$ cat config.mk
export PLATFORM = sky130hd
export DESIGN_NAME = xm_result_buffer
export DESIGN_NICKNAME = d
export VERILOG_FILES = /design/src/rtl/xm_result_buffer.sv
export SDC_FILE = /design/constraint.sdc
export NUM_CORES = 1
export LEC_CHECK = 0
export CORE_ASPECT_RATIO = 0.6
export CORE_MARGIN = 5
export CORE_UTILIZATION = 50
export CTS_CLUSTER_SIZE = 10
export DETAILED_ROUTE_END_ITERATION = 8
export DONT_BUFFER_PORTS = 1
export GPL_ROUTABILITY_DRIVEN = 1
export PLACE_DENSITY = 0.65
export SETUP_SLACK_MARGIN = 0.5
export SLEW_MARGIN = 10
export SYNTH_ARGS = -nofsm -noshare
export SYNTH_HDL_FRONTEND = slang
export SYNTH_SLANG_ARGS = --single-unit
$ cat constraint.sdc
create_clock -name clock -period 1.39 [get_ports clock]
set_input_delay 0.2085 -clock clock [delete_from_list [all_inputs] [get_ports clock]]
set_output_delay 0.2085 -clock clock [all_outputs]
set_load 0.1 [all_outputs]
$ cat src/rtl/xm_result_buffer.sv
// rtl/xm_result_buffer.sv - execute-to-memory result stage with 2-entry skid buffer and bypass export
module xm_result_buffer #(
  parameter int WIDTH   = 32,
  parameter int RD_W    = 5,
  parameter int RSTATUS = 30
) (
  input  logic             clock,
  input  logic             reset_n,
  input  logic             flush,
  input  logic             in_valid,
  output logic             in_ready,
  input  logic [WIDTH-1:0] in_result,
  input  logic [RD_W-1:0]  in_rd,
  input  logic             in_we,
  input  logic             in_ovf,
  input  logic [WIDTH-1:0] in_code,
  output logic             out_valid,
  input  logic             out_ready,
  output logic [WIDTH-1:0] out_result,
  output logic [RD_W-1:0]  out_rd,
  output logic             out_we,
  output logic             fwd_valid,
  output logic [RD_W-1:0]  fwd_rd,
  output logic [WIDTH-1:0] fwd_result
);

  typedef enum logic [1:0] {EMPTY, ONE, TWO} state_t;

  state_t           state, state_nx;
  logic             load_main_in, load_main_skid, load_skid;
  logic             in_fire, out_fire;
  logic [WIDTH-1:0] cap_result, skid_result;
  logic [RD_W-1:0]  cap_rd, skid_rd;
  logic             cap_we, skid_we, fwd_we;

  // Overflow on a writing op redirects the write to rstatus with the exception code.
  assign cap_rd     = (in_ovf && in_we) ? RD_W'(RSTATUS) : in_rd;
  assign cap_result = (in_ovf && in_we) ? in_code : in_result;
  assign cap_we     = in_we;

  assign out_valid = (state != EMPTY);
  assign in_fire   = in_valid && in_ready;
  assign out_fire  = out_valid && out_ready;

  always_comb begin
    state_nx       = state;
    load_main_in   = 1'b0;
    load_main_skid = 1'b0;
    load_skid      = 1'b0;
    case (state)
      EMPTY: begin
        if (in_fire) begin
          state_nx     = ONE;
          load_main_in = 1'b1;
        end
      end
      ONE: begin
        if (in_fire && !out_fire) begin
          state_nx  = TWO;
          load_skid = 1'b1;
        end else if (out_fire && !in_fire) begin
          state_nx = EMPTY;
        end else if (in_fire && out_fire) begin
          load_main_in = 1'b1;
        end
      end
      TWO: begin
        if (out_fire) begin
          state_nx       = ONE;
          load_main_skid = 1'b1;
        end
      end
      default: state_nx = EMPTY;
    endcase
    if (flush) begin
      state_nx       = EMPTY;
      load_main_in   = 1'b0;
      load_main_skid = 1'b0;
      load_skid      = 1'b0;
    end
  end

  always_ff @(posedge clock) begin
    if (!reset_n) begin
      state       <= EMPTY;
      in_ready    <= 1'b1;
      out_result  <= '0;
      out_rd      <= '0;
      out_we      <= 1'b0;
      skid_result <= '0;
      skid_rd     <= '0;
      skid_we     <= 1'b0;
    end else begin
      state    <= state_nx;
      in_ready <= (state_nx != TWO);
      if (load_main_in) begin
        out_result <= cap_result;
        out_rd     <= cap_rd;
        out_we     <= cap_we;
      end else if (load_main_skid) begin
        out_result <= skid_result;
        out_rd     <= skid_rd;
        out_we     <= skid_we;
      end
      if (load_skid) begin
        skid_result <= cap_result;
        skid_rd     <= cap_rd;
        skid_we     <= cap_we;
      end
    end
  end

  // Bypass always exposes the youngest entry: skid when full, otherwise main.
  assign fwd_rd     = (state == TWO) ? skid_rd : out_rd;
  assign fwd_result = (state == TWO) ? skid_result : out_result;
  assign fwd_we     = (state == TWO) ? skid_we : out_we;
  assign fwd_valid  = out_valid && fwd_we;

endmodule
==> out/results.txt <==
Leading area contributor after synthesis -> dfxtp_1
Filler cells -> 338
Rel. slew slack -> 72.2%
Ys async rst share -> 0%
Die H -> 81.2 um
Post-DP HPWL -> 8020 um
Utilization after layout -> 88.8%
Peak VDD IR -> 0.744 mV
P&R area growth vs syn -> 75.9%
Initial Util -> 50.5%
Ratio of cells with drive above 1 in the final layout -> 62.2%
Clock Latency Late Sink -> 0.34 ns
CTS tree -> done
Post-route DRC -> 0
Status -> finished with violations
Antenna viol nets, final -> 0
Post-Syn Instances -> 444
Final WS setup -> -0.469 ns
Tightest Pin Transition -> 0.405 ns
Initial antenna violation count -> 0
First-pass GRT wire length -> 24200 um
Vias in the first global route -> 4254
Syn Std Cell Area -> 4220 um2
Unique masters post-synth -> 33
Die area -> 10400 um2
Placer Congestion -> 0.793
CP Max Fanout -> 6
Top cells by count, synth -> dfxtp_1, nor3_1, nand2_1, nor2_1, mux2_2
Core Area -> 8360 um2
Max stage delay cell, worst path -> mux2_4
CP max stage delay -> 0.44 ns
Setup Crit Path Kind -> flip-flop to output port
WL/cell -> 26.7 um
CTS Buf Count -> 9
Drt pass-1 iters -> 5
# Max-Cap Violations -> 0
Syn avg cell area -> 9.51 um2
IO Port Bufs -> 0
GR Overflow Total -> 0
Tot GR Track Use -> 30.1%
Rows -> 26
Clock skew -> 0.00856 ns
Post-Place Worst Slack -> -0.0933 ns
Critical path capture point type -> output port
CP bufs+invs -> 2
CP arrival -> 1.65 ns
Clock root buffer -> clkbuf_16
Critical path's top delay family -> multiplexers
Fmax -> 538 MHz
Critical Path RT -> 1.18 ns
DIE WIDTH -> 129 um
H-tree depth -> 3
ANT cells -> 0
Vias per std cell -> 6.46
Number of synthesized flops with an enable pin -> 0
Yosys Warn Count -> 0
Violated checks -> setup timing
Clk slew on worst S/H paths -> 0.06 ns
CTS Buffer Depth -> 2
IO Pins -> 154
Register area share after synthesis -> 37.5%
Setup TNS -> -46.24 ns
Main synth FF type -> dfxtp_1
Syn_nets -> 520
Number of synthesized register bits -> 79
DR iter-0 viols -> 382
Reg area -> 1720 um2
Synth area leaders -> dfxtp_1, mux2_2, mux2i_1
Hold WS -> 0.0399 ns
Top-count cell post-synth -> dfxtp_1
Final Cycle Share -> 134%
Final Hold Vio Count -> 0
Leak -> 2.76 nW
Final net count -> 624
Tightest Hold Check Type -> primary input to flip-flop
Largest net degree at the start of global routing -> 55
Vias post-DR -> 4299
Number of clock sinks -> 79
PD cells -> 950 nW/um2
Crit path cell chain -> nor2b_4 -> buf_6 -> buf_12 -> mux2_4
Drt total wl -> 17800 um
Startpoint type of the worst setup path -> flip-flop
Multi-input logic area -> 2860 um2
RSZ-0062 raised after global routing -> true
Max-slew violation count -> 0
Final min period -> 1.86 ns
Setup Viol. Count Final -> 118
Synth top area share -> 37.5%
[worst register-to-register path, cell delays in order, from the launching register on]
cell	delay, ns
dfxtp_2	0.32
buf_4	0.13
buf_6	0.11
and4bb_4	0.35
buf_6	0.13
nand2_8	0.07
buf_12	0.14
buf_16	0.13
nor3_1	0.22
a311o_1	0.17
[per-layer routing]
metal  track usage [%]  wire length [um]  vias up  part of all wire (%)
met3              7.10              1370       39                   7.7
met5                 0                 0        -                     0
met1              40.2              7700     2153                    43
li1                  -                 -     1872                     -
met4              7.76               350        0                   2.0
met2              49.5              8370      235                    47
[state kept, by name, indices dropped and copies added, names as in the netlist]
name and count:
skid_we 1, out_we 1, out_result 32, in_ready 1, skid_rd 5, skid_result 32, state 2, out_rd 5
[logic make-up (layout without fill, tap and decap cells)]
logic type,count (synthesis),after routing,synth area share (%)
AND/OR/NAND/NOR,155,155,18.2
AO/OA/AOI/OAI,91,91,19.0
flip-flops,79,79,37.5
multiplexers,72,72,18.2
buffers and inverters,47,156,7.08
[what timing repair did]
item	CTS	global route
hold endpoints to repair	2	0
buffers inserted	29	9
pin swaps	8	10
endpoints found under the setup margin	157	157
hold buffers	1	0
gates resized for setup	194	50
gates cloned	17	2
[final timing paths]
check / slack (ns) / startpoint / to / cells after the start
worst max register to register: -0.43 / state[1]$_SDFF_PN0_ / out_result[3]$_SDFFE_PN0P_ / 9
worst min-delay path: 0.04 / in_rd[0] / skid_rd[0]$_SDFFE_PN0P_ / 2
worst max-delay path: -0.47 / state[1]$_SDFF_PN0_ / fwd_result[19] / 4
worst min register to register: 0.53 / skid_rd[1]$_SDFFE_PN0P_ / skid_rd[1]$_SDFFE_PN0P_ / 2
[where the power goes]
| part | switching, W | leakage, nW | total [W] | internal [W] |
|---|---|---|---|---|
| Clock | 0.000930 | 0.163 | 0.00249 | 0.00156 |
| Sequential | 0.000114 | 0.669 | 0.00244 | 0.00232 |
| Combinational | 0.00138 | 1.93 | 0.00212 | 0.000743 |
[area by class of cell]
type	instances	area share [%]
clock buffer	15	4.30
clock inverter	1	0.0674
inverter	2	0.101
multi-input combinational	318	38.5
sequential	79	23.2
tap	112	1.89
timing repair buffer	138	32.0
[stage by stage]
step | area, um2 | std cells | total power, W
floorplan | 4630 | 444 | 0.00387
CTS | 7090 | 654 | 0.00695
global placement | 5200 | 591 | 0.00412
global route | 7420 | 665 | 0.00722
detailed placement | 5200 | 591 | 0.00414
finish | 7420 | 665 | 0.00705
[cell usage in the layout (no fill, tap or decap), types with 2 or more instances in the layout]
master,netlist,final
buf_12,1,69
nand2_1,42,40
a211oi_2,17,38
dfxtp_1,79,38
mux2_4,0,37
dfxtp_4,0,35
mux2i_1,34,34
nor3_1,43,32
buf_4,5,28
a311o_1,26,26
nor3_2,10,21
buf_6,9,18
nor2_1,42,17
nor2_2,0,17
buf_16,0,15
clkbuf_16,0,12
nor2_4,0,8
dfxtp_2,0,6
a211oi_1,26,5
a21oi_2,1,5
clkbuf_8,0,5
nor2b_1,6,4
a31oi_1,4,4
a21oi_1,7,3
o21ai_2,0,3
buf_8,0,3
nor2b_4,0,2
and4bb_4,2,2
and2_4,2,2
a22oi_2,0,2
bufbuf_16,0,2
(Power assumes the default switching activity.)
